==> src/rtl/exec_stage_if.sv <==
// Instruction, writeback, branch and memory signals of the HybridCore execute stage.
// master: upstream/memory side; slave: the execute stage itself.
interface exec_stage_if #(
  parameter int unsigned DATA_W    = 16,
  parameter int unsigned REG_IDX_W = 5
);
  logic                 in_valid;
  logic                 in_ready;
  logic [4:0]           in_op;
  logic [DATA_W-1:0]    in_a;
  logic [DATA_W-1:0]    in_b;
  logic [REG_IDX_W-1:0] in_dst;

  logic                 wb_valid;
  logic                 wb_we;
  logic [DATA_W-1:0]    wb_result;
  logic [3:0]           wb_nzcv;
  logic [REG_IDX_W-1:0] wb_dst;

  logic                 br_en;
  logic [DATA_W-1:0]    br_target;

  logic                 mem_req;
  logic                 mem_we;
  logic [DATA_W-1:0]    mem_addr;
  logic [DATA_W-1:0]    mem_wdata;
  logic                 mem_ack;
  logic [DATA_W-1:0]    mem_rdata;

  modport master (
    output in_valid, in_op, in_a, in_b, in_dst, mem_ack, mem_rdata,
    input  in_ready, wb_valid, wb_we, wb_result, wb_nzcv, wb_dst, br_en, br_target,
    input  mem_req, mem_we, mem_addr, mem_wdata
  );

  modport slave (
    input  in_valid, in_op, in_a, in_b, in_dst, mem_ack, mem_rdata,
    output in_ready, wb_valid, wb_we, wb_result, wb_nzcv, wb_dst, br_en, br_target,
    output mem_req, mem_we, mem_addr, mem_wdata
  );
endinterface

==> src/rtl/exec_stage.sv <==
// HybridCore execute stage: single-cycle ALU/move/flag/branch ops, multi-cycle memory ops.
// Define EXEC_STACK_EN to add the stack pointer and PUSH/POP/CALL/RET; otherwise those are NOPs.
module exec_stage #(
  parameter int unsigned       DATA_W    = 16,
  parameter int unsigned       REG_IDX_W = 5,
  parameter logic [DATA_W-1:0] SP_RESET  = {DATA_W{1'b1}}
) (
  input logic         clk,
  input logic         reset,
  exec_stage_if.slave bus
);

  localparam int unsigned ShW = $clog2(DATA_W);
  localparam int unsigned Msb = DATA_W - 1;

  localparam logic [4:0] OpAdd    = 5'b00000;
  localparam logic [4:0] OpAdc    = 5'b00001;
  localparam logic [4:0] OpSub    = 5'b00010;
  localparam logic [4:0] OpSbc    = 5'b00011;
  localparam logic [4:0] OpAnd    = 5'b00100;
  localparam logic [4:0] OpOr     = 5'b00101;
  localparam logic [4:0] OpXor    = 5'b00110;
  localparam logic [4:0] OpNot    = 5'b00111;
  localparam logic [4:0] OpShl    = 5'b01000;
  localparam logic [4:0] OpShr    = 5'b01001;
  localparam logic [4:0] OpAsr    = 5'b01010;
  localparam logic [4:0] OpCmp    = 5'b01011;
  localparam logic [4:0] OpMov    = 5'b10000;
  localparam logic [4:0] OpLoad   = 5'b10010;
  localparam logic [4:0] OpStore  = 5'b10011;
  localparam logic [4:0] OpMsr    = 5'b10100;
  localparam logic [4:0] OpMrs    = 5'b10101;
  localparam logic [4:0] OpPush   = 5'b10110;
  localparam logic [4:0] OpPop    = 5'b10111;
  localparam logic [4:0] OpBranch = 5'b11000;
  localparam logic [4:0] OpCall   = 5'b11010;
  localparam logic [4:0] OpRet    = 5'b11011;

  typedef enum logic [1:0] {StIdle, StMem, StDone} state_e;

  state_e               state_q;
  logic [3:0]           nzcv_q;
  logic [4:0]           op_q;
  logic [REG_IDX_W-1:0] dst_q;
  logic                 in_ready_q;
  logic                 wb_valid_q, wb_we_q, br_en_q;
  logic [DATA_W-1:0]    wb_result_q, br_target_q;
  logic [3:0]           wb_nzcv_q;
  logic [REG_IDX_W-1:0] wb_dst_q;
  logic                 mem_req_q, mem_we_q;
  logic [DATA_W-1:0]    mem_addr_q, mem_wdata_q;
`ifdef EXEC_STACK_EN
  logic [DATA_W-1:0]    sp_q;
  logic [DATA_W-1:0]    tgt_q;
`endif

  logic              accept;
  logic [DATA_W-1:0] a, b, b_op, res, maddr;
  logic [ShW-1:0]    sh;
  logic              sub, cin, c_new, v_new;
  logic [DATA_W:0]   sum, shl, shr, asr;
  logic              alu_flags, flag_we, wr, br, is_mem, mwe, cond_ok;
  logic [3:0]        nzcv_new;

  assign accept = bus.in_valid & in_ready_q;

  always_comb begin
    unique case (bus.in_dst[2:0])
      3'd0:    cond_ok = 1'b1;
      3'd1:    cond_ok = nzcv_q[2];
      3'd2:    cond_ok = ~nzcv_q[2];
      3'd3:    cond_ok = nzcv_q[3] ^ nzcv_q[0];
      3'd4:    cond_ok = ~(nzcv_q[3] ^ nzcv_q[0]);
      3'd5:    cond_ok = nzcv_q[1];
      3'd6:    cond_ok = ~nzcv_q[1];
      default: cond_ok = nzcv_q[3];
    endcase
  end

  always_comb begin
    a    = bus.in_a;
    b    = bus.in_b;
    sh   = b[ShW-1:0];
    sub  = (bus.in_op == OpSub) || (bus.in_op == OpSbc) || (bus.in_op == OpCmp);
    b_op = sub ? ~b : b;
    case (bus.in_op)
      OpAdd:        cin = 1'b0;
      OpSub, OpCmp: cin = 1'b1;
      default:      cin = nzcv_q[1];
    endcase
    // a + b + cin covers ADD/ADC; a + ~b + cin covers SUB/SBC/CMP with C meaning "no borrow".
    sum = {1'b0, a} + {1'b0, b_op} + {{DATA_W{1'b0}}, cin};
    shl = {1'b0, a} << sh;
    shr = {a, 1'b0} >> sh;
    asr = $signed({a, 1'b0}) >>> sh;

    res       = '0;
    c_new     = nzcv_q[1];
    v_new     = nzcv_q[0];
    alu_flags = 1'b0;
    flag_we   = 1'b0;
    nzcv_new  = nzcv_q;
    wr        = 1'b0;
    br        = 1'b0;
    is_mem    = 1'b0;
    mwe       = 1'b0;
    maddr     = b;

    case (bus.in_op)
      OpAdd, OpAdc, OpSub, OpSbc, OpCmp: begin
        res       = sum[Msb:0];
        c_new     = sum[DATA_W];
        v_new     = (a[Msb] == b_op[Msb]) && (sum[Msb] != a[Msb]);
        alu_flags = 1'b1;
        wr        = (bus.in_op != OpCmp);
      end
      OpAnd: begin res = a & b; alu_flags = 1'b1; wr = 1'b1; end
      OpOr:  begin res = a | b; alu_flags = 1'b1; wr = 1'b1; end
      OpXor: begin res = a ^ b; alu_flags = 1'b1; wr = 1'b1; end
      OpNot: begin res = ~a;    alu_flags = 1'b1; wr = 1'b1; end
      OpShl: begin
        res = shl[Msb:0];
        if (sh != '0) c_new = shl[DATA_W];
        v_new = 1'b0; alu_flags = 1'b1; wr = 1'b1;
      end
      OpShr: begin
        res = shr[DATA_W:1];
        if (sh != '0) c_new = shr[0];
        v_new = 1'b0; alu_flags = 1'b1; wr = 1'b1;
      end
      OpAsr: begin
        res = asr[DATA_W:1];
        if (sh != '0) c_new = asr[0];
        v_new = 1'b0; alu_flags = 1'b1; wr = 1'b1;
      end
      OpMov:   begin res = b; wr = 1'b1; end
      OpMsr:   begin nzcv_new = b[3:0]; flag_we = 1'b1; end
      OpMrs:   begin res[3:0] = nzcv_q; wr = 1'b1; end
      OpLoad:  is_mem = 1'b1;
      OpStore: begin is_mem = 1'b1; mwe = 1'b1; end
`ifdef EXEC_STACK_EN
      OpPush, OpCall: begin
        is_mem = 1'b1;
        mwe    = 1'b1;
        maddr  = sp_q - {{(DATA_W-1){1'b0}}, 1'b1};
      end
      OpPop, OpRet: begin
        is_mem = 1'b1;
        maddr  = sp_q;
      end
`endif
      OpBranch: br = cond_ok;
      default: ;
    endcase

    if (alu_flags) begin
      nzcv_new = {res[Msb], res == '0, c_new, v_new};
      flag_we  = 1'b1;
    end
  end

  always_ff @(posedge clk or negedge reset) begin
    if (!reset) begin
      state_q     <= StIdle;
      nzcv_q      <= 4'b0;
      op_q        <= 5'b0;
      dst_q       <= '0;
      in_ready_q  <= 1'b0;
      wb_valid_q  <= 1'b0;
      wb_we_q     <= 1'b0;
      wb_result_q <= '0;
      wb_nzcv_q   <= 4'b0;
      wb_dst_q    <= '0;
      br_en_q     <= 1'b0;
      br_target_q <= '0;
      mem_req_q   <= 1'b0;
      mem_we_q    <= 1'b0;
      mem_addr_q  <= '0;
      mem_wdata_q <= '0;
`ifdef EXEC_STACK_EN
      tgt_q       <= '0;
`endif
    end else begin
      wb_valid_q <= 1'b0;
      wb_we_q    <= 1'b0;
      br_en_q    <= 1'b0;
      case (state_q)
        StIdle: begin
          in_ready_q <= 1'b1;
          if (accept) begin
            op_q  <= bus.in_op;
            dst_q <= bus.in_dst;
            if (is_mem) begin
              state_q     <= StMem;
              in_ready_q  <= 1'b0;
              mem_req_q   <= 1'b1;
              mem_we_q    <= mwe;
              mem_addr_q  <= maddr;
              mem_wdata_q <= a;
`ifdef EXEC_STACK_EN
              tgt_q       <= b;
`endif
            end else begin
              wb_valid_q  <= 1'b1;
              wb_we_q     <= wr;
              wb_result_q <= res;
              wb_nzcv_q   <= nzcv_new;
              wb_dst_q    <= bus.in_dst;
              br_en_q     <= br;
              br_target_q <= b;
              if (flag_we) nzcv_q <= nzcv_new;
            end
          end
        end
        StMem: begin
          if (bus.mem_ack) begin
            state_q     <= StDone;
            mem_req_q   <= 1'b0;
            mem_we_q    <= 1'b0;
            mem_addr_q  <= '0;
            mem_wdata_q <= '0;
            wb_valid_q  <= 1'b1;
            wb_we_q     <= (op_q == OpLoad) || (op_q == OpPop);
            wb_result_q <= bus.mem_rdata;
            wb_nzcv_q   <= nzcv_q;
            wb_dst_q    <= dst_q;
`ifdef EXEC_STACK_EN
            if (op_q == OpCall) begin
              br_en_q     <= 1'b1;
              br_target_q <= tgt_q;
            end
            if (op_q == OpRet) begin
              br_en_q     <= 1'b1;
              br_target_q <= bus.mem_rdata;
            end
`endif
          end
        end
        StDone: begin
          state_q    <= StIdle;
          in_ready_q <= 1'b1;
        end
        default: state_q <= StIdle;
      endcase
    end
  end

`ifdef EXEC_STACK_EN
  // SP moves only when the stack access completes, so an aborted access leaves it untouched.
  always_ff @(posedge clk or negedge reset) begin
    if (!reset) begin
      sp_q <= SP_RESET;
    end else if (state_q == StMem && bus.mem_ack) begin
      case (op_q)
        OpPush, OpCall: sp_q <= sp_q - {{(DATA_W-1){1'b0}}, 1'b1};
        OpPop, OpRet:   sp_q <= sp_q + {{(DATA_W-1){1'b0}}, 1'b1};
        default: ;
      endcase
    end
  end
`endif

  assign bus.in_ready  = in_ready_q;
  assign bus.wb_valid  = wb_valid_q;
  assign bus.wb_we     = wb_we_q;
  assign bus.wb_result = wb_result_q;
  assign bus.wb_nzcv   = wb_nzcv_q;
  assign bus.wb_dst    = wb_dst_q;
  assign bus.br_en     = br_en_q;
  assign bus.br_target = br_target_q;
  assign bus.mem_req   = mem_req_q;
  assign bus.mem_we    = mem_we_q;
  assign bus.mem_addr  = mem_addr_q;
  assign bus.mem_wdata = mem_wdata_q;

endmodule
==> src/flat_wrapper.sv <==
// flat-port wrapper written by rule: the top's interface ports become plain ports
module exec_stage_flat 
#(
  parameter int unsigned       DATA_W    = 16,
  parameter int unsigned       REG_IDX_W = 5,
  parameter logic [DATA_W-1:0] SP_RESET  = {DATA_W{1'b1}}
)
  (clk, reset, bus_in_valid, bus_in_op, bus_in_a, bus_in_b, bus_in_dst, bus_mem_ack, bus_mem_rdata, bus_in_ready, bus_wb_valid, bus_wb_we, bus_wb_result, bus_wb_nzcv, bus_wb_dst, bus_br_en, bus_br_target, bus_mem_req, bus_mem_we, bus_mem_addr, bus_mem_wdata);
  exec_stage_if #(.DATA_W(DATA_W), .REG_IDX_W(REG_IDX_W)) bus_i ();
  input logic clk;
  input logic reset;
  input wire logic [$bits(bus_i.in_valid)-1:0] bus_in_valid;
  input wire logic [$bits(bus_i.in_op)-1:0] bus_in_op;
  input wire logic [$bits(bus_i.in_a)-1:0] bus_in_a;
  input wire logic [$bits(bus_i.in_b)-1:0] bus_in_b;
  input wire logic [$bits(bus_i.in_dst)-1:0] bus_in_dst;
  input wire logic [$bits(bus_i.mem_ack)-1:0] bus_mem_ack;
  input wire logic [$bits(bus_i.mem_rdata)-1:0] bus_mem_rdata;
  output wire logic [$bits(bus_i.in_ready)-1:0] bus_in_ready;
  output wire logic [$bits(bus_i.wb_valid)-1:0] bus_wb_valid;
  output wire logic [$bits(bus_i.wb_we)-1:0] bus_wb_we;
  output wire logic [$bits(bus_i.wb_result)-1:0] bus_wb_result;
  output wire logic [$bits(bus_i.wb_nzcv)-1:0] bus_wb_nzcv;
  output wire logic [$bits(bus_i.wb_dst)-1:0] bus_wb_dst;
  output wire logic [$bits(bus_i.br_en)-1:0] bus_br_en;
  output wire logic [$bits(bus_i.br_target)-1:0] bus_br_target;
  output wire logic [$bits(bus_i.mem_req)-1:0] bus_mem_req;
  output wire logic [$bits(bus_i.mem_we)-1:0] bus_mem_we;
  output wire logic [$bits(bus_i.mem_addr)-1:0] bus_mem_addr;
  output wire logic [$bits(bus_i.mem_wdata)-1:0] bus_mem_wdata;
  assign bus_i.in_valid = bus_in_valid;
  assign bus_i.in_op = bus_in_op;
  assign bus_i.in_a = bus_in_a;
  assign bus_i.in_b = bus_in_b;
  assign bus_i.in_dst = bus_in_dst;
  assign bus_i.mem_ack = bus_mem_ack;
  assign bus_i.mem_rdata = bus_mem_rdata;
  assign bus_in_ready = bus_i.in_ready;
  assign bus_wb_valid = bus_i.wb_valid;
  assign bus_wb_we = bus_i.wb_we;
  assign bus_wb_result = bus_i.wb_result;
  assign bus_wb_nzcv = bus_i.wb_nzcv;
  assign bus_wb_dst = bus_i.wb_dst;
  assign bus_br_en = bus_i.br_en;
  assign bus_br_target = bus_i.br_target;
  assign bus_mem_req = bus_i.mem_req;
  assign bus_mem_we = bus_i.mem_we;
  assign bus_mem_addr = bus_i.mem_addr;
  assign bus_mem_wdata = bus_i.mem_wdata;
  exec_stage #(.DATA_W(DATA_W), .REG_IDX_W(REG_IDX_W), .SP_RESET(SP_RESET)) u_core (.clk(clk), .reset(reset), .bus(bus_i));
endmodule
==> config.mk <==
export PLATFORM = sky130hd
export DESIGN_NAME = exec_stage_flat
export DESIGN_NICKNAME = d
export VERILOG_FILES = /design/src/rtl/exec_stage_if.sv /design/src/rtl/exec_stage.sv /design/src/flat_wrapper.sv
export SDC_FILE = /design/constraint.sdc
export NUM_CORES = 1
export LEC_CHECK = 0
export BUFFER_PORTS_ARGS = -buffer_cell sky130_fd_sc_hd__buf_2
export CAP_MARGIN = 20
export CORE_MARGIN = 2
export CORE_UTILIZATION = 45
export DETAILED_ROUTE_END_ITERATION = 8
export PLACE_DENSITY = 0.66
export SLEW_MARGIN = 10
export SYNTH_ARGS = -nofsm -noshare
export SYNTH_HDL_FRONTEND = slang
export SYNTH_SLANG_ARGS = --single-unit
==> constraint.sdc <==
create_clock -name clk -period 7 [get_ports clk]
set_input_delay 0.7 -clock clk [delete_from_list [all_inputs] [get_ports clk]]
set_output_delay 0.7 -clock clk [all_outputs]
set_load 0.05 [all_outputs]
# Yosys cells after proc, flatten, opt, wreduce, memory -nomap -nowiden
# Cells that the tools add are included.
# classes
n_bitwise	11
n_shift	3
n_addsub	2
mux	62
reduce_logical	23
eq_ne	34
# ops
operator	count
two-way mux 16 bit	9
case mux 12 bit (9 select lines)	1
case mux 16 bit (2 select lines)	3
equality test 5 bit, second input constant	8
case mux 4 bit (10 select lines)	1
NOT 16 bit	2
two-way mux 1 bit	24
equality test 5 x 3 -> 1 bit, second input constant	4
equality test 5 x 4 -> 1 bit, second input constant	4
two-way mux 4 bit	5
adder 16 x 16 -> 17 bit	1
adder 17 x 1 -> 17 bit	1
<< shifter 16 x 4 -> 17 bit	1
right shift 17 x 4 -> 17 bit	1
>>> shifter 17 x 4 -> 17 bit	1
AND 16 bit	1
logical NOT 16 bit	1
bitwise OR 16 bit	1
case mux 1 bit (2 select lines)	8
bitwise XOR 16 bit	1
two-way mux 5 bit	3
AND reduction 4 bit	3
OR reduction 12 bit	1
equality test 5 x 2 -> 1 bit, second input constant	2
33 further kinds	48
# word_totals
ff_bits	95
in_bits	62
wordCells	151
out_inout_bits	79

# Depth between registers and ports, before layout
# Gate-level depths: netlist (run 1).
# logic_depth
depth_word	13
mapped_depth	18

# Least setup slack after synthesis (run 1)
# No wires, ideal clock.
# synth_timing
kind	input -> register
startpoint	input port bus_in_op[2]
endpoint	register u_core.wb_nzcv_q[2] (netlist: u_core.bus.wb_nzcv[2])
path_stages	18
t_arrival_ps	5360
t_required_ps	6924
n_path_buf	3
setup_time_ps	76
setup_slack_ps	1564
path_cell_list	or2_2 > clkbuf_1 > nor2_1 > clkbuf_1 > nand2_1 > clkbuf_1 > xnor2_1 > fa_1 > fa_1 > nand2b_1 > a211oi_1 > nand4b_1 > o211ai_1 > a2111oi_4 > nand4_1 > or4_1 > or4_1 > o21ai_1
# synth_between
elab_chain_len	12
# synth_lines
element	line_no	source
start, declared	flat_wrapper.sv:13	input wire logic [$bits(bus_i.in_op)-1:0] bus_in_op;
equality test 5 x 2 -> 1 bit (on tied branches)	exec_stage.sv:84, exec_stage.sv:86, exec_stage.sv:109	
logical OR 1 bit (2 in series)	exec_stage.sv:84	sub = (bus.in_op == OpSub) || (bus.in_op == OpSbc) || (bus.in_op == OpCmp);
two-way mux 16 bit	exec_stage.sv:85	b_op = sub ? ~b : b;
adder 16 x 16 -> 17 bit	exec_stage.sv:92	sum = {1'b0, a} + {1'b0, b_op} + {{DATA_W{1'b0}}, cin};
adder 17 x 1 -> 17 bit	exec_stage.sv:92	
case mux 4 bit (10 select lines) / case mux 12 bit (9 select lines) (equally long branches)	exec_stage.sv:109	case (bus.in_op)
logical NOT 16 bit	exec_stage.sv:157	nzcv_new = {res[Msb], res == '0, c_new, v_new};
two-way mux 4 bit	exec_stage.sv:156	if (alu_flags) begin
two-way mux 4 bit	exec_stage.sv:193	if (is_mem) begin
two-way mux 4 bit	exec_stage.sv:190	if (accept) begin
case mux 4 bit (2 select lines)	exec_stage.sv:187	case (state_q)
end signal, assigned	exec_stage.sv:207	wb_nzcv_q <= nzcv_new;
end signal, assigned	exec_stage.sv:225	wb_nzcv_q <= nzcv_q;
end, declared	exec_stage.sv:48	logic [3:0] wb_nzcv_q;
# Parallel ways exist; a longest one is shown, timed or not. The select of a mux whose other input is x is not followed.
# A chain may end at the register's enable or synchronous reset.

# Worst setup path after layout (run 1)
# layout_timing
startpoint	input port bus_in_op[3]
endpoint	register u_core.nzcv_q[2]
# layout_between
elab_chain_len	9
# layout_lines
element	line_no	source
equality test 5 x 2 -> 1 bit (on tied branches)	exec_stage.sv:84, exec_stage.sv:86, exec_stage.sv:109	
logical OR 1 bit (2 in series)	exec_stage.sv:84	
two-way mux 16 bit	exec_stage.sv:85	
adder 16 x 16 -> 17 bit	exec_stage.sv:92	
adder 17 x 1 -> 17 bit	exec_stage.sv:92	
case mux 4 bit (10 select lines) / case mux 12 bit (9 select lines) (equally long branches)	exec_stage.sv:109	
logical NOT 16 bit	exec_stage.sv:157	
two-way mux 4 bit	exec_stage.sv:156	
end signal, assigned	exec_stage.sv:211	if (flag_we) nzcv_q <= nzcv_new;
end, declared	exec_stage.sv:42	logic [3:0] nzcv_q;
# Parallel ways exist; a longest one is shown, timed or not.

==> results of run 1 <==
[synth_stat cells, types with 5 or more instances]
cell | number | share of area [%]
a2111oi_0 | 5 | 0.53
a211oi_1 | 19 | 1.7
a21o_1 | 5 | 0.46
a21oi_1 | 58 | 3.5
a22oi_1 | 7 | 0.64
a31oi_1 | 8 | 0.61
a32oi_1 | 6 | 0.64
and2_1 | 6 | 0.46
buf_2 | 21 | 1.3
clkbuf_1 | 46 | 2.1
dfrtp_1 | 95 | 29
ha_1 | 48 | 7.3
inv_1 | 42 | 1.9
mux2_2 | 23 | 3.2
mux2i_1 | 31 | 3.8
mux4_2 | 22 | 6.0
nand2_1 | 79 | 3.6
nand2b_1 | 13 | 0.99
nand3_1 | 51 | 3.1
nand4_1 | 7 | 0.53
nand4b_1 | 6 | 0.64
nor2_1 | 74 | 3.4
nor2b_1 | 9 | 0.69
nor3_1 | 12 | 0.73
nor4_1 | 6 | 0.46
o211ai_1 | 12 | 1.1
o21ai_0 | 88 | 5.4
o22ai_1 | 7 | 0.53
o31ai_1 | 8 | 0.73
or2_2 | 8 | 0.61
or3_1 | 6 | 0.46
xnor2_1 | 22 | 2.3
xor2_1 | 6 | 0.64
[sequential cells by signal (all words and copies together), names as in the netlist]
| register | flops |
|---|---|
| u_core.bus.wb_dst | 5 |
| u_core.bus.mem_addr | 16 |
| u_core.bus.br_en | 1 |
| u_core.bus.mem_req | 1 |
| u_core.nzcv_q | 4 |
| u_core.bus.wb_valid | 1 |
| u_core.bus.wb_nzcv | 4 |
| u_core.bus.mem_we | 1 |
| u_core.bus.in_ready | 1 |
| u_core.op_q | 5 |
| u_core.dst_q | 5 |
| u_core.bus.mem_wdata | 16 |
| u_core.state_q | 2 |
| u_core.bus.wb_result | 16 |
| u_core.bus.br_target | 16 |
| u_core.bus.wb_we | 1 |
[layout make-up]
type | instances | area (sq um)
inverter | 44 | 165
fill | 1697 | 8580
clock inverter | 5 | 70.1
tap | 229 | 287
multi-input combinational | 734 | 5350
sequential | 95 | 2380
clock buffer | 11 | 253
timing repair buffer | 159 | 878
[path summary, 6_finish.rpt]
check / start / end
worst max register to register: u_core.nzcv_q[1] / u_core.nzcv_q[2]
max in group asynchronous: reset / u_core.bus.wb_result[10]
worst min register to register: u_core.bus.wb_result[15] / u_core.bus.wb_result[15]
worst min-delay path: reset / u_core.bus.mem_addr[7]
min in group clk: u_core.bus.wb_result[15] / u_core.bus.wb_result[15]
worst max-delay path: bus_in_op[3] / u_core.nzcv_q[2]
[logic make-up after synthesis]
logic type | Yosys count
AOI/OAI and AO/OA | 275
buffers and inverters | 119
DFF | 95
muxes | 81
adders and majority gates | 50
and+or+nand+nor | 300
xor gates and xnor gates | 28
[layer usage]
| layer | part of all wire (%) | wire, um | global-route usage [%] | vias to the layer above |
|---|---|---|---|---|
| li1 | - | - | - | 3696 |
| met1 | 42 | 11900 | 40.5 | 3811 |
| met2 | 45 | 12900 | 44.5 | 414 |
| met3 | 9.1 | 2590 | 5.94 | 68 |
| met4 | 3.8 | 1080 | 12.0 | 0 |
| met5 | 0 | 0 | 0 | - |
[worst max-delay path, delay by kind of cell]
family / cells / cell delay (ns)
xor gates and xnor gates: 2 / 0.23
adders and majority gates: 2 / 0.88
buffers and inverters: 2 / 0.54
and+or+nand+nor: 5 / 0.99
AOI/OAI and AO/OA: 6 / 2.15
[per-stage QoR]
| step | worst slack [ns] | util [%] | cells |
|---|---|---|---|
| after floorplan | 1.56 | - | 948 |
| after global placement | 1.72 | 50.2 | 1259 |
| after detailed placement | 1.54 | 50.2 | 1259 |
| after CTS | 1.91 | 52.0 | 1275 |
| after global routing | 1.32 | 52.2 | 1277 |
| final | 1.77 | 52.2 | 1277 |
[power by group]
part | total, uW | switching (uW) | leakage, uW | internal [uW]
Sequential | 705 | 59.3 | 0.00119 | 646
Combinational | 918 | 650 | 0.00295 | 269
Clock | 532 | 228 | 0.000160 | 304
==> results.toml, run 1 <==
[sta]
maxSlewViolCount = 0
worst_slew_pin_slew_ns = 1.03
fmax_mhz = 191
rsz0062_at_grt = "no"
whs_ns = 0.232
slew_headroom_pct = 31.4
tns_ns = 0
setup_violations = 0
skew_ns = 0.0128
fin_crit_ns = 5.23
final_hold_viol_count = 0
fin_crit_sh_pct = 74.7

[synthesis]
ys_warn_count = 0
synthMuxAreaShare_pct = 14.2
synthSimpleGateAreaFrac_pct = 18.1
syn-cell-area_sq_um = 8210
synth_top_family_by_area = "compound AO/OA/AOI/OAI gates"
synthCells = 948
synth-compound-area-share_pct = 22.0
synth_ff_type = "dfrtp_1"
async_reset_ff_share_pct = 100
synthXorXnorAreaFrac_pct = 2.99
synth_edf_count = 0
synth_cell_type_count = 81
ys_ff_latch = 95
synth_fa_ha_area_share_pct = 7.80
synth_seq_area_share_pct = 28.9
syn_avg_cell_area_sq_um = 8.66
synth_fp_nets = 1060

[clocking]
post_cts_buffers = 0
cts-resized-gates = 0
root_buffer = "clkbuf_16"
clkSlewWorstSetupHoldPaths_ns = 0.08
htree_levels = 3
clkSinkCount = 95
clk_latency_ns = 0.36
postCtsHoldBufs = 0
cts_tree = "yes"
cts_max_path_buffers = 2
cts_made_buffers = 9

[global_routing]
grt_pass1_wl_mm = 43.9
grt_pass1_vias = 7480
grt_max_degree = 70
grt_use_total_pct = 29.1
antenna_found_initial = 0
gr-total-overflow = 0

[placement]
gp_congestion = 1.01
dp_hpwl_mm = 20.7
port_buffers = 140
place_area_sq_um = 9010

[critical_path]
reg2reg_slack_ns = 2.73
start_kind = "input pin"
worstSetupPathType = "in -> reg"
crit_required_ns = 7.28
crit_fanout = 19
crit_top_cell = "fa_1"
cpMaxStageDelayCell = "a2111oi_0"
path_cells = "buf_2 -> a21boi_0 -> nor2_1 -> nand2_1 -> buf_4 -> xnor2_1 -> fa_1 -> fa_1 -> nand2b_1 -> a211oi_1 -> o21ai_0 -> a31oi_1 -> xor2_1 -> a2111oi_0 -> nand3_1 -> or4_1 -> a21oi_1"
r2r_cells = 13
endpoint_kind = "flip-flop"
max_stage_delay_ns = 0.65
crit_arrival_ns = 5.51

[die]
rows = 49
fp.dieH_um = 139
die_w_um = 139
io_pins = 141
die_area_sq_um = 19300
start_util_pct = 45.7
coreArea_sq_um = 18000

[detailed_routing]
wl_per_cell_um = 22.3
post_drt_via_cell_ratio = 6.26
wl_mm = 28.5
drt_iter0_drc = 863
ant_nets = 0
drc = 0
drt-pass1-iter-count = 6
vias = 7989

[cells_and_area]
layout_common_cells = "buf_2, dfrtp_1, o21ai_0"
layout.nets = 1155
drive_gt1_share_pct = 23.5
finish.instance_area_sq_um = 9380
syn_to_final_growth_pct = 14.2
final_common_cell = "buf_2"
num_antenna_cells = 0

[job]
drv_cap = 0

[power_and_ir_drop]
p_leak_uw = 0.00429
p_total_uw = 2160
vdd_ir_drop_max_uv = 128
powerDensity_nw_per_um2 = 230

[hold_path]
hp-class = "in -> async"

[status]
status = "complete, no violations"
Note: power is estimated with default switching activity, not from simulation.
==> run 2, diff against run 1 <==
==> constraint.sdc (replaced) <==
create_clock -name clk -period 5.2 [get_ports clk]
set_input_delay 0.52 -clock clk [delete_from_list [all_inputs] [get_ports clk]]
set_output_delay 0.52 -clock clk [all_outputs]
set_load 0.05 [all_outputs]
==> run 2 against run 1 <==
  * Clock power grew 33%
  * First-iteration DRC count shrank 9.0%
  * Clock skew shrank 0.0027 ns
  * Power grew 35%
  * Non-clock buffer count grew 13
  * Via count grew 2.0%
  * Routed wire length grew 2.5%
  * Highest routed layer is now met5
  * Register-to-register slack lost 1.8 ns
  * Critical path depth shrank 1
==> results.toml, run 2 (same netlist as run 1, synthesis figures left out) <==
[status]
status = "complete, no violations"

[clocking]
cts_tree = "yes"
cts_max_path_buffers = 2
cts-resized-gates = 0
cts_made_buffers = 9
htree_levels = 3
postCtsHoldBufs = 0
clk_latency_ns = 0.36
post_cts_buffers = 0
clkSlewWorstSetupHoldPaths_ns = 0.07
root_buffer = "clkbuf_16"
clkSinkCount = 95

[detailed_routing]
wl_per_cell_um = 22.6
post_drt_via_cell_ratio = 6.32
drt_iter0_drc = 785
drc = 0
vias = 8149
ant_nets = 0
wl_mm = 29.2
drt-pass1-iter-count = 5

[cells_and_area]
drive_gt1_share_pct = 24.4
layout.nets = 1168
layout_common_cells = "buf_2, dfrtp_1, o21ai_0"
num_antenna_cells = 0
syn_to_final_growth_pct = 15.0
final_common_cell = "buf_2"
nFillCells = 1728

[global_routing]
grt_pass1_vias = 7597
antenna_found_initial = 1
grt_pass1_wl_mm = 45.4
gr-total-overflow = 0
grt_use_total_pct = 30.0
grt_max_degree = 69

[sta]
slew_headroom_pct = 33.2
fmax_mhz = 215
setup_violations = 0
skew_ns = 0.0101
maxSlewViolCount = 0
rsz0062_at_grt = "no"
worst_slew_pin_slew_ns = 1.00
final_hold_viol_count = 0
fin_crit_sh_pct = 89.5
tns_ns = 0
fin_crit_ns = 4.66

[critical_path]
crit_arrival_ns = 4.93
crit_family = "simple AND/OR/NAND/NOR gates"
path_cells = "buf_2 -> a21boi_0 -> nor2_1 -> nand2_1 -> xnor2_1 -> fa_1 -> fa_1 -> nand2b_1 -> a211oi_1 -> nand4b_1 -> o211ai_1 -> a2111oi_4 -> nand4_1 -> or4_1 -> or4_1 -> a21oi_1"
max_stage_delay_ns = 0.57
rr_startpoint = "u_core.nzcv_q[1]"
endpoint_kind = "flip-flop"
crit_required_ns = 5.48
cp-startpoint = "bus_in_op[0]"
start_kind = "input pin"
crit_fanout = 4
cpMaxStageDelayCell = "or4_1"
crit_buf_inv = 1
worstSetupPathType = "in -> reg"

[die]
die_w_um = 139
io_pins = 141
coreArea_sq_um = 18000
start_util_pct = 45.7
fp.dieH_um = 139
rows = 49
die_area_sq_um = 19300

[power_and_ir_drop]
sw_frac_of_total_pct = 43.9
vdd_ir_drop_max_uv = 234
powerDensity_nw_per_um2 = 307
seqPwrFrac_pct = 32.6
p_leak_uw = 0.00434
p_sw_uw = 1270
p_int_uw = 1630
combPwrFrac_pct = 43.0
power_frac_clock_pct = 24.4
p_total_uw = 2900

[job]
drv_cap = 0

[hold_path]
hp-class = "in -> async"

[placement]
gp_congestion = 0.991
port_buffers = 140
dp_hpwl_mm = 21.8
-- run 2: cell count changes in the layout (fill, tap and decap cells not counted) --
cell / before / now
inv_8: 2 / 1
inv_6: 1 / 3
clkbuf_8: 2 / 1
clkinv_4: 1 / 0
buf_4: 18 / 32
clkinv_2: 0 / 1
buf_16: 1 / 0
-- run 2: metrics by stage --
| step | hold WS (ns) | area [sq um] | utilization, % | setup WS (ns) | instances |
|---|---|---|---|---|---|
| global route | 0.236 | 9450 | 52.6 | 0.326 | 1290 |
| floorplan | 0.224 | 8210 | - | 0.0322 | 948 |
| detailed placement | 0.460 | 9120 | 50.7 | 0.310 | 1273 |
| global placement | 0.454 | 9120 | 50.7 | 0.404 | 1273 |
| finish | 0.185 | 9450 | 52.6 | 0.545 | 1290 |
| CTS | 0.226 | 9430 | 52.5 | 0.606 | 1289 |
-- run 2: worst paths after layout --
path | end | slack, ns | cells after the start
max reg2reg | u_core.nzcv_q[2] | 0.94 | 13
min | u_core.bus.br_target[9] | 0.18 | 1
max | u_core.nzcv_q[2] | 0.54 | 16
min in group clk | u_core.state_q[0] | 0.37 | 2
min reg2reg | u_core.bus.wb_result[12] | 0.47 | 1
max in group asynchronous | u_core.bus.wb_result[10] | 3.97 | 2
-- run 2: area by class of cell --
class                      instances  area [sq um]  share of cell area [%]
multi-input combinational        734          5350                    56.6
sequential                        95          2380                    25.2
timing repair buffer             172           956                    10.1
tap                              229           287                    3.03
clock buffer                      10           239                    2.53
inverter                          44           165                    1.75
clock inverter                     6          72.6                   0.768
-- run 2: power groups by stage --
stage / logic [uW] / clock network, uW / registers [uW]
global route: 1330 / 755 / 964
global placement: 1230 / 0 / 959
CTS: 1240 / 718 / 947
finish: 1250 / 707 / 947
floorplan: 493 / 0 / 1350
detailed placement: 1240 / 0 / 961
-- run 2: layer usage --
metal | track usage [%] | vias up | share of wire [%] | routed length (um)
li1 | - | 3729 | - | -
met2 | 45.7 | 421 | 44 | 12900
met5 | 0 | - | 0.038 | 11
met3 | 5.97 | 85 | 8.5 | 2490
met4 | 11.9 | 2 | 4.4 | 1290
met1 | 42.1 | 3912 | 43 | 12500
==> run 3, diff against run 2 <==
--- a/config.mk
+++ b/config.mk
@@ -5,7 +5,8 @@
 export SDC_FILE = /design/constraint.sdc
 export NUM_CORES = 1
 export LEC_CHECK = 0
-export BUFFER_PORTS_ARGS = -buffer_cell sky130_fd_sc_hd__buf_2
+export ABC_AREA = 1
+export BUFFER_PORTS_ARGS = -buffer_cell sky130_fd_sc_hd__clkbuf_2
 export CAP_MARGIN = 20
 export CORE_MARGIN = 2
 export CORE_UTILIZATION = 45
==> run 3 against run 2 <==
  * Maximum frequency grew 12%
  * Synthesized cell count grew 39%
  * Synthesized area grew 0.52%
  * Flip-flop and latch count is the same
  * Critical path depth grew 9
  * Routed wire length grew 9.2%
  * Largest power group unchanged
  * Highest routed layer is now met4
==> results.toml, run 3 <==
[critical_path]
worstSetupPathType = "in -> reg"
cp-startpoint = "bus_in_op[4]"
start_kind = "input pin"
crit_family = "simple AND/OR/NAND/NOR gates"
endpoint_kind = "flip-flop"
worstSetupEndpoint = "u_core.bus.wb_nzcv[2]"
crit_arrival_ns = 4.43
r2r_end = "u_core.bus.wb_nzcv[2]"
crit_required_ns = 5.49
crit_top_cell = "nand2_1"
reg2reg_slack_ns = 2.26
cpMaxStageDelayCell = "inv_2"
crit_buf_inv = 6
r2r_cells = 18
crit_fanout = 31
worst-path-stages = 25
max_stage_delay_ns = 0.45
rr_startpoint = "u_core.nzcv_q[1]"

[placement]
port_buffers = 140
dp_hpwl_mm = 25.3
gp_congestion = 1.01

[detailed_routing]
drt_iter0_drc = 874
post_drt_via_cell_ratio = 5.53
vias = 9178
ant_nets = 0
wl_mm = 31.9
drc = 0
wl_per_cell_um = 19.2
drt-pass1-iter-count = 6

[power_and_ir_drop]
power_frac_clock_pct = 23.8
p_int_uw = 1550
p_leak_uw = 0.00522
powerDensity_nw_per_um2 = 307
seqPwrFrac_pct = 33.3
vdd_ir_drop_max_uv = 233
p_total_uw = 2880
sw_frac_of_total_pct = 46.1
combPwrFrac_pct = 42.9
p_sw_uw = 1330

[global_routing]
grt_pass1_vias = 8437
grt_use_total_pct = 32.8
grt_pass1_wl_mm = 49.5
grt_max_degree = 70
gr-total-overflow = 0
antenna_found_initial = 0

[cells_and_area]
layout_common_cells = "nand2_1, nand3_1, clkbuf_2"
syn_to_final_growth_pct = 13.8
layout.nets = 1539
num_antenna_cells = 0
drive_gt1_share_pct = 14.1
final_common_cell = "nand2_1"

[sta]
setup_violations = 0
fin_crit_sh_pct = 79.7
worst_slew_pin_slew_ns = 0.975
fmax_mhz = 241
rsz0062_at_grt = "no"
maxSlewViolCount = 0
skew_ns = 0.0115
fin_crit_ns = 4.15
tns_ns = 0
final_hold_viol_count = 0
slew_headroom_pct = 34.7

[die]
io_pins = 141
coreArea_sq_um = 18000
rows = 49
die_area_sq_um = 19400
start_util_pct = 46.0
die_w_um = 139
fp.dieH_um = 139

[hold_path]
hp-class = "in -> async"

[clocking]
cts-resized-gates = 0
cts_tree = "yes"
cts_max_path_buffers = 2
clkSinkCount = 95
htree_levels = 3
post_cts_buffers = 0
cts_made_buffers = 9
root_buffer = "clkbuf_16"
postCtsHoldBufs = 0
clk_latency_ns = 0.35
clkSlewWorstSetupHoldPaths_ns = 0.07

[synthesis]
synth_ff_type = "dfrtp_1"
synth_fp_nets = 1431
syn-cell-area_sq_um = 8260
synth_cell_type_count = 40
synth_area_leader_cell = "dfrtp_1"
syn_avg_cell_area_sq_um = 6.26
yosysMostFrequentCell = "nand2_1"
synthTopCellsByCount = "nand2_1, nand3_1, nor2_1"
synth_seq_area_share_pct = 28.8
synthCells = 1319
ys_warn_count = 0
synthTopCellsByArea = "dfrtp_1, nand2_1, nand3_1, ha_1, nor2_1"
synth_top_cell_area_share_pct = 28.8
ys_ff_latch = 95
synth_edf_count = 0
async_reset_ff_share_pct = 100

[status]
status = "complete, no violations"

[job]
drv_cap = 0
run 3: cell count changes in the layout (fill, tap and decap cells not counted), moves of 13 or more:
cell | previous run | this run
xnor2_1 | 22 | 2
buf_4 | 32 | 10
inv_1 | 42 | 119
nor2_1 | 74 | 136
a211oi_1 | 19 | 0
nand3_1 | 51 | 182
buf_2 | 139 | 0
mux2_2 | 23 | 0
a21oi_1 | 58 | 38
mux4_2 | 22 | 0
nand2b_1 | 13 | 0
mux2i_1 | 31 | 0
clkbuf_2 | 0 | 139
nand2_1 | 78 | 430
run 3: stage by stage:
step | cells | setup slack [ns] | hold WS [ns] | area (sq um) | util, %
6_report | 1661 | 1.05 | 0.170 | 9390 | 52.3
5_1_grt | 1661 | 0.649 | 0.218 | 9390 | 52.3
4_1_cts | 1660 | 1.13 | 0.192 | 9370 | 52.2
3_5_place_dp | 1644 | 0.791 | 0.470 | 9070 | 50.5
3_3_place_gp | 1644 | 0.909 | 0.460 | 9070 | 50.5
2_1_floorplan | 1319 | 1.48 | 0.224 | 8260 | -
run 3: area by class of cell:
class	instances	area [sq um]
clock buffer	9	225
clock inverter	7	80.1
fill	1902	8570
inverter	132	495
multi-input combinational	1039	5140
sequential	95	2380
tap	229	287
timing repair buffer	150	791
run 3: cell families (layout without fill, tap and decap cells):
kind of cell | after synthesis | after routing | synth area share, %
AO/OA/AOI/OAI | 164 | 164 | 10.7
buffers and inverters | 185 | 298 | 9.09
flip-flops | 95 | 95 | 28.8
AND/OR/NAND/NOR | 805 | 805 | 41.6
adder cells (fa/ha/maj) | 50 | 50 | 7.76
XOR/XNOR | 20 | 20 | 2.12
run 3: metal layers:
metal	global-route usage (%)	share of wire (%)
met5	0	0
met4	11.0	3.3
met3	4.37	7.3
met2	50.2	44
met1	47.9	46
run 3: worst min-delay path by stage:
stage	startpoint	end	slack [ns]	depth (start not counted)
final	reset	u_core.bus.mem_addr[13]	0.17	1
after global routing	reset	u_core.bus.mem_addr[13]	0.22	1
after CTS	reset	u_core.bus.mem_addr[13]	0.19	1
after detailed placement	u_core.dst_q[1]	u_core.dst_q[1]	0.47	2
after global placement	u_core.op_q[3]	u_core.bus.wb_we	0.46	1
after floorplan	reset	u_core.bus.br_en	0.22	0
run 3: worst register-to-register path: stages, from the launching register on:
cell and delay (ns):
dfrtp_1 0.45, a21oi_1 0.15, fa_1 0.45, fa_1 0.45, inv_1 0.10, nand3_1 0.07
nand3_1 0.17, nand2_1 0.12, nand2_1 0.07, nand2_1 0.05, nand3_1 0.06, nand3_1 0.14
nor2_1 0.14, nand2_1 0.06, nor2_1 0.10, nand3_1 0.10, nand3_1 0.08, nand2_1 0.06
nand2_1 0.05
run 3: power groups by stage:
stage               clock [uW]  combinational (uW)  sequential, uW
floorplan                    0                 485            1350
global placement             0                1220             969
detailed placement           0                1230             973
CTS                        696                1230             960
global route               720                1340             976
finish                     685                1230             961
